`src/rtl/fp_to_long_if.sv`:
```
`default_nettype none
// ============================================================================
// Module   : fp_to_long_if
// Purpose  : Start/done handshake bundle for the double-to-long converter.
// Revision : 1.0
// ============================================================================
interface fp_to_long_if;
    logic [63:0] fp_in;
    logic        start;
    logic [63:0] long_out;
    logic        invalid;
    logic        done;
    logic        busy;

    modport master (
        output fp_in,
        output start,
        input  long_out,
        input  invalid,
        input  done,
        input  busy
    );

    modport slave (
        input  fp_in,
        input  start,
        output long_out,
        output invalid,
        output done,
        output busy
    );
endinterface
`default_nettype wire

```
`src/rtl/fp_to_long.sv`:
```
`default_nettype none
// ============================================================================
// Module   : fp_to_long
// Purpose  : IEEE-754 double to signed 64-bit integer, round toward zero,
//            using a one-bit-per-cycle aligner. Define FP_TO_LONG_SATURATE_EN
//            for sign-aware saturation and a zero NaN result.
// Revision : 1.0
// ============================================================================
module fp_to_long (
    input  wire logic   clk,
    input  wire logic   rst_n,
    fp_to_long_if.slave bus
);
    localparam logic [63:0] c_MIN_LONG = 64'h8000_0000_0000_0000;
    localparam logic [63:0] c_NEG_2P63 = 64'hC3E0_0000_0000_0000;

    typedef enum logic [2:0] {
        S_IDLE     = 3'd0,
        S_UNPACK   = 3'd1,
        S_CLASSIFY = 3'd2,
        S_SHIFT    = 3'd3,
        S_SIGN     = 3'd4,
        S_DONE     = 3'd5
    } state_t;

    state_t             r_state;
    logic [63:0]        r_op;
    logic [63:0]        r_mant;
    logic signed [11:0] r_exp;
    logic               r_sign;
    logic [63:0]        r_long;
    logic               r_invalid;
    logic               r_done;
    logic               r_busy;

    logic [63:0]        w_ovf;
    logic [63:0]        w_nan;

`ifdef FP_TO_LONG_SATURATE_EN
    localparam logic [63:0] c_MAX_LONG = 64'h7FFF_FFFF_FFFF_FFFF;
    assign w_ovf = r_sign ? c_MIN_LONG : c_MAX_LONG;
    assign w_nan = 64'd0;
`else
    assign w_ovf = c_MIN_LONG;
    assign w_nan = c_MIN_LONG;
`endif

    always_ff @(posedge clk or negedge rst_n) begin
        if (!rst_n) begin
            r_state   <= S_IDLE;
            r_op      <= 64'd0;
            r_mant    <= 64'd0;
            r_exp     <= 12'sd0;
            r_sign    <= 1'b0;
            r_long    <= 64'd0;
            r_invalid <= 1'b0;
            r_done    <= 1'b0;
            r_busy    <= 1'b0;
        end else begin
            case (r_state)
                S_IDLE: begin
                    if (bus.start) begin
                        r_op    <= bus.fp_in;
                        r_busy  <= 1'b1;
                        r_state <= S_UNPACK;
                    end
                end
                S_UNPACK: begin
                    r_exp   <= $signed({1'b0, r_op[62:52]}) - 12'sd1023;
                    r_mant  <= {1'b1, r_op[51:0], 11'b0};
                    r_sign  <= r_op[63];
                    r_state <= S_CLASSIFY;
                end
                S_CLASSIFY: begin
                    // Every branch except the normal range writes the result here.
                    r_state <= S_DONE;
                    r_done  <= 1'b1;
                    if (r_op[62:52] == 11'h7FF) begin
                        r_long    <= (r_op[51:0] != 52'd0) ? w_nan : w_ovf;
                        r_invalid <= 1'b1;
                    end else if (r_exp < 12'sd0) begin
                        r_long    <= 64'd0;
                        r_invalid <= 1'b0;
                    end else if (r_exp >= 12'sd63) begin
                        if (r_op == c_NEG_2P63) begin
                            r_long    <= c_MIN_LONG;
                            r_invalid <= 1'b0;
                        end else begin
                            r_long    <= w_ovf;
                            r_invalid <= 1'b1;
                        end
                    end else begin
                        r_state <= S_SHIFT;
                        r_done  <= 1'b0;
                    end
                end
                S_SHIFT: begin
                    // Shifting until e reaches 63 leaves the integer part in mant.
                    if (r_exp != 12'sd63) begin
                        r_mant <= r_mant >> 1;
                        r_exp  <= r_exp + 12'sd1;
                    end else begin
                        r_state <= S_SIGN;
                    end
                end
                S_SIGN: begin
                    r_long    <= r_sign ? (64'd0 - r_mant) : r_mant;
                    r_invalid <= 1'b0;
                    r_done    <= 1'b1;
                    r_state   <= S_DONE;
                end
                S_DONE: begin
                    r_done  <= 1'b0;
                    r_busy  <= 1'b0;
                    r_state <= S_IDLE;
                end
                default: begin
                    r_done  <= 1'b0;
                    r_busy  <= 1'b0;
                    r_state <= S_IDLE;
                end
            endcase
        end
    end

    assign bus.long_out = r_long;
    assign bus.invalid  = r_invalid;
    assign bus.done     = r_done;
    assign bus.busy     = r_busy;

endmodule
`default_nettype wire
```
`src/flat_wrapper.sv`:
```
// flat-port wrapper written by rule: the top's interface ports become plain ports
module fp_to_long_flat 
  (clk, rst_n, bus_fp_in, bus_start, bus_long_out, bus_invalid, bus_done, bus_busy);
  fp_to_long_if bus_i ();
  input  wire logic clk;
  input  wire logic rst_n;
  input wire logic [$bits(bus_i.fp_in)-1:0] bus_fp_in;
  input wire logic [$bits(bus_i.start)-1:0] bus_start;
  output wire logic [$bits(bus_i.long_out)-1:0] bus_long_out;
  output wire logic [$bits(bus_i.invalid)-1:0] bus_invalid;
  output wire logic [$bits(bus_i.done)-1:0] bus_done;
  output wire logic [$bits(bus_i.busy)-1:0] bus_busy;
  assign bus_i.fp_in = bus_fp_in;
  assign bus_i.start = bus_start;
  assign bus_long_out = bus_i.long_out;
  assign bus_invalid = bus_i.invalid;
  assign bus_done = bus_i.done;
  assign bus_busy = bus_i.busy;
  fp_to_long u_core (.clk(clk), .rst_n(rst_n), .bus(bus_i));
endmodule
```
`config.mk`:
```
export PLATFORM = sky130hd
export DESIGN_NAME = fp_to_long_flat
export DESIGN_NICKNAME = d
export VERILOG_FILES = /design/src/rtl/fp_to_long_if.sv /design/src/rtl/fp_to_long.sv /design/src/flat_wrapper.sv
export SDC_FILE = /design/constraint.sdc
export NUM_CORES = 1
export LEC_CHECK = 0
export CAP_MARGIN = 20
export CORE_UTILIZATION = 40
export CTS_CLUSTER_SIZE = 12
export DETAILED_ROUTE_END_ITERATION = 12
export PLACE_DENSITY = 0.63
export SLEW_MARGIN = 20
export SYNTH_ARGS = -nofsm -noshare
export SYNTH_HDL_FRONTEND = slang
export SYNTH_SLANG_ARGS = --single-unit
```
`constraint.sdc`:
```
create_clock -name clk -period 3 [get_ports clk]
set_clock_uncertainty 0.1 [all_clocks]
set_input_delay 0.3 -clock clk [delete_from_list [all_inputs] [get_ports clk]]
set_output_delay 0.3 -clock clk [all_outputs]
set_load 0.01 [all_outputs]
```
**Word level (Yosys, flattened, before mapping)**

Index checks and enable logic that the tools add are counted.

- $add $sub $neg: 3
- Magnitude comparators: 2
- Equality and inequality tests: 11
- Muxes and demuxes: 26
- Bitwise operators: 1
- Reductions and logical operators: 10

Operators by type and width:

| kind | number |
|---|---|
| 2-to-1 mux 64 bit | 5 |
| one-hot mux 64 bit (2 select lines) | 2 |
| == test 64 bit (second input constant) | 1 |
| subtractor 1 x 64 -> 64 bit (first input constant) | 1 |
| one-hot mux 12 bit (2 select lines) | 1 |
| 2-to-1 mux 3 bit | 5 |
| one-hot mux 3 bit (5 select lines) | 1 |
| adder 12 x 2 -> 12 bit (second input constant) | 1 |
| >= comparator 12 x 7 -> 1 bit (second input constant) | 1 |
| less-than comparator 12 x 1 -> 1 bit (second input constant) | 1 |
| 2-to-1 mux 12 bit | 1 |
| inequality test 12 x 7 -> 1 bit (second input constant) | 1 |
| subtractor 11 x 10 -> 12 bit (second input constant) | 1 |
| == test 11 bit (second input constant) | 1 |
| AND reduction 2 bit | 5 |
| 2-to-1 mux 1 bit | 8 |
| == test 3 x 2 -> 1 bit (second input constant) | 2 |
| inequality test 2 bit (second input constant) | 2 |
| inequality test 4 x 1 -> 1 bit (second input constant) | 1 |
| one-hot mux 1 bit (2 select lines) | 2 |
| nonzero test 2 bit | 2 |
| OR reduction 4 bit | 1 |
| == test 3 x 1 -> 1 bit (second input constant) | 1 |
| == test 3 bit (second input constant) | 1 |
| other kinds (5) | 5 |

- Register bits: 211
- Input port bits: 67
- Output and inout port bits: 67
- Logic and storage cells: 62

**Longest topological paths before layout**

- Depth after elaboration: 6
- Depth in mapped cells: 9
- Depth with buffers taken out: 8

**Least setup slack after synthesis**

No wires, ideal clock.

- Path type: register -> register
- Start point: reg u_core.r_mant[1]
- End point: reg u_core.r_long[12] (netlist: u_core.bus.long_out[12])
- Setup time: 0.133 ns
- Arrival time: 2.196 ns
- Required time: 2.767 ns
- Setup slack: 0.571 ns
- Cell stages (with the launch flop): 9
- Buffers on the path: 0
- Period minus slack after synthesis: 2.429 ns
- Path through: dfrtp_1 -> inv_1 -> ha_1 -> or4b_4 -> or2_1 -> or4_1 -> o31ai_1 -> xor2_1 -> o21ai_0

- Cells in the longest elaborated chain, start to end: 3

RTL lines:

| item | RTL line | RTL |
|---|---|---|
| start: declaration | fp_to_long.sv:28 | `logic [63:0] r_mant;` |
| start signal: assignment | fp_to_long.sv:70 | `r_mant <= {1'b1, r_op[51:0], 11'b0};` |
| start signal: assignment | fp_to_long.sv:100 | `r_mant <= r_mant >> 1;` |
| subtractor 1 x 64 -> 64 bit | fp_to_long.sv:107 | `r_long <= r_sign ? (64'd0 - r_mant) : r_mant;` |
| 2-to-1 mux 64 bit | fp_to_long.sv:107 |  |
| one-hot mux 64 bit (2 select lines) | fp_to_long.sv:60 | `case (r_state)` |
| end signal: assignment | fp_to_long.sv:79 | `r_long <= (r_op[51:0] != 52'd0) ? w_nan : w_ovf;` |
| end signal: assignment | fp_to_long.sv:86 | `r_long <= c_MIN_LONG;` |
| end signal: assignment | fp_to_long.sv:107 |  |
| end: declaration | fp_to_long.sv:31 | `logic [63:0] r_long;` |

No other way between the ends.
A chain may end at the register's enable or synchronous reset.

**Worst setup path after layout**

- Start point: reg u_core.r_mant[10]
- End point: reg u_core.r_long[51] (netlist: u_core.bus.long_out[51])

Same word-level chain as after synthesis.

==> impl_results.md <==
- Slowest cell delay on critical path: 0.62 ns
- Clk sinks: 211
- Vias in the first global route: 7726
- Met3 Usage GRT: 0.0308
- Relative slew slack: 0.540
- Power density over the cells: 1070 nW/µm²
- Total GRT Usage: 0.206
- Finished Layout Cells: 1489
- Clock Latency Late Sink: 0.52 ns
- FF-to-FF setup slack: 0.28 ns
- CP startpoint kind: flop
- Initial Util: 0.412
- Inserted Diodes: 0
- Clock-pin slew on the worst setup and hold paths: 0.06 ns
- Sequential cell area: 5280 µm²
- Cells on worst reg2reg path: 7
- Final hold vios: 0
- Via-to-Cell Ratio: 5.47
- Worst EP required: 3.29 ns
- CP Capture Type: flop
- GR Overflow Total: 0
- Post-synth top flop: dfrtp_1
- Static leakage: 0.00531 µW
- Setup TNS: 0 ns
- Syn Nets: 1093
- Die ar.: 26800 µm²
- Max Fclk: 0.368 GHz
- Most numerous cell in the Yosys netlist: dfrtp_1
- Async SR Flop Fraction: 1.00
- Commonest cells in the netlist: 211 x dfrtp_1, 151 x o21ai_0, 131 x nand2_1
- Instance count of the mapped netlist: 1022
- Ports: 134
- Inst Count DP: 1444
- Status: finished clean
- Final setup viols: 0
- Top cells by area, synth: dfrtp_1 50%, o21ai_0 7.2%, mux2_2 7.0%
- Worst VDD drop: 0.000547 V
- Routed len/inst: 18.2 µm
- H-Tree Depth: 1
- Area leader, netlist: dfrtp_1
- Die span in x: 164 µm
- Worst slew pin tran: 0.684 ns
- Slowest-stage cell, CP: or4_4
- Critical path data arrival time: 3.01 ns
- Post-Syn Area: 10500 µm²
- Slew Viols, Final: 0
- FF+latch count, synth: 211
- Share of cells above drive strength 1: 0.134
- Num rows: 58
- Crit path from: u_core.r_mant[10]
- Hold WC Path Type: in -> async
- Worst reg2reg endpoint: u_core.bus.long_out[51]
- Port bufs: 133
- RSZ-0062 raised after global routing: no
- Largest net degree at the start of global routing: 71
- Clk root buf: clkbuf_16
- Area share of the largest cell type after synthesis: 0.504
- DP Wirelength: 19000 µm
- First-pass GRT wire length: 43500 µm
- Sequential share of the synthesized area: 0.504
- CTS tree: yes
- Multi-input gate area: 4900 µm²
- Antenna Nets Post-Route: 0
- Initial antenna violation count: 0
- Nets@finish: 1213
- Synth Area per Inst: 10.2 µm²
- Area growth syn-to-layout: 24.7%
- Vias: 8150
- Post-synth EDFFs: 0
- Crit-path max FO: 6
- CP Class: reg -> reg
- Gr busiest metal: met2
- Library cells used by synthesis: 56
- Vert. Die Dim: 164 µm
- RR Startpoint: u_core.r_mant[10]
- GR Layer Usage met1: 0.293
- Global Route met2 Usage: 0.327
- Worst-path cell chain: or4_4 -> nor4b_4 -> nand4_2 -> buf_4 -> o31ai_1 -> xor2_1 -> o21ai_0
- Fill cell count: 2282
- Ys Warns: 0
- Min cycle time layout: 2.72 ns
- Total Routed Length: 27200 µm
- Fin crit share: 0.906
- Max-cap violation count: 0
- Clock buffer count from CTS: 25
- Total DRC errors in the routed layout: 0
- Core Footprint: 25400 µm²
- Iteration-0 DRC Markers: 543
- Gpl congestion: 0.822
- CTS Buffer Depth: 3
- Drt first pass iters: 5
[cells in the final DEF, fill, tap and decap left out, types with 3 or more instances in the layout]
cell,count
o41ai_1,9
and3_1,4
a21oi_1,20
nand4_1,11
o22a_1,5
o31ai_1,19
nor3b_1,7
o21ai_0,151
and2_1,3
buf_4,21
a31oi_1,5
clkbuf_16,25
mux2_2,65
nor4_1,24
xnor2_1,7
buf_12,7
nand3_1,55
inv_1,9
nor3_1,12
or4_1,7
dfrtp_1,210
nor4b_1,4
xor2_1,58
clkbuf_8,8
nor4_4,3
nand2_1,130
mux2i_1,54
clkbuf_1,5
or3_1,13
and4_1,3
clkinv_2,6
nand2b_1,4
ha_1,4
nor2_1,21
clkdlybuf4s50_1,132
[layer usage]
metal	wire length (µm)	up-vias
met5	0	-
met3	1280	34
met2	12700	187
met4	609	0
li1	-	3931
met1	12600	3998
[final cells by class]
cell class	instances	share of cell area
flip-flops and latches	211	0.405
multi-input cells	733	0.376
repair buffers	162	0.126
clock buffers	37	0.0568
well taps	330	0.0316
clock inverters	7	0.00288
inverters	9	0.00259
[cell families after synthesis]
logic type	synth area share
AOI/OAI and AO/OA	0.124
xor gates and xnor gates	0.0544
adders and majority gates	0.00478
buffers and inverters	0.0298
DFF	0.504
muxes	0.122
and+or+nand+nor	0.161
[registers in the layout, indices dropped and copies added, names as in the netlist]
| signal | cells |
|---|---|
| u_core.bus.busy | 1 |
| u_core.bus.done | 1 |
| u_core.bus.invalid | 1 |
| u_core.bus.long_out | 64 |
| u_core.r_exp | 12 |
| u_core.r_mant | 64 |
| u_core.r_op | 64 |
| u_core.r_sign | 1 |
| u_core.r_state | 3 |
[worst max-delay path, delay by kind of cell, from the launching register on]
| kind | cells | cell delay [ns] |
|---|---|---|
| flip-flops | 1 | 0.43 |
| XOR/XNOR | 1 | 0.17 |
| buffers and inverters | 1 | 0.22 |
| AND/OR/NAND/NOR | 3 | 1.32 |
| AO/OA/AOI/OAI | 2 | 0.33 |
[where the power goes]
part / switching [µW] / internal, µW
registers: 1530 / 4060
logic: 2870 / 2660
clock network: 1170 / 1690
[how the worst max path moves through the flow]
stage | end | cells past startpoint | slack (ns)
2_1_floorplan | u_core.bus.long_out[12] | 8 | 0.57
3_3_place_gp | u_core.bus.long_out[59] | 6 | 0.36
3_5_place_dp | u_core.bus.long_out[51] | 7 | 0.33
4_1_cts | u_core.bus.long_out[42] | 6 | 0.28
5_1_grt | u_core.bus.long_out[38] | 7 | 0.13
6_report | u_core.bus.long_out[51] | 7 | 0.28
[through the flow]
step	instance area (µm²)	power (µW)	hold WS [ns]	util	setup slack, ns
floorplan	10500	8970	-0.0956	-	0.571
finish	13100	14000	0.254	0.514	0.282
global placement	12300	11000	0.246	0.483	0.361
global route	13100	15000	0.288	0.514	0.126
detailed placement	12300	11200	0.240	0.483	0.328
CTS	13100	14100	0.249	0.514	0.281
[repair_timing]
action,4_1_cts,5_1_grt
endpoints found under the hold margin,60,0
setup buffers,0,0
hold buffers,1,0
gates resized for setup,0,0
Power figures use the tool's default switching activity.
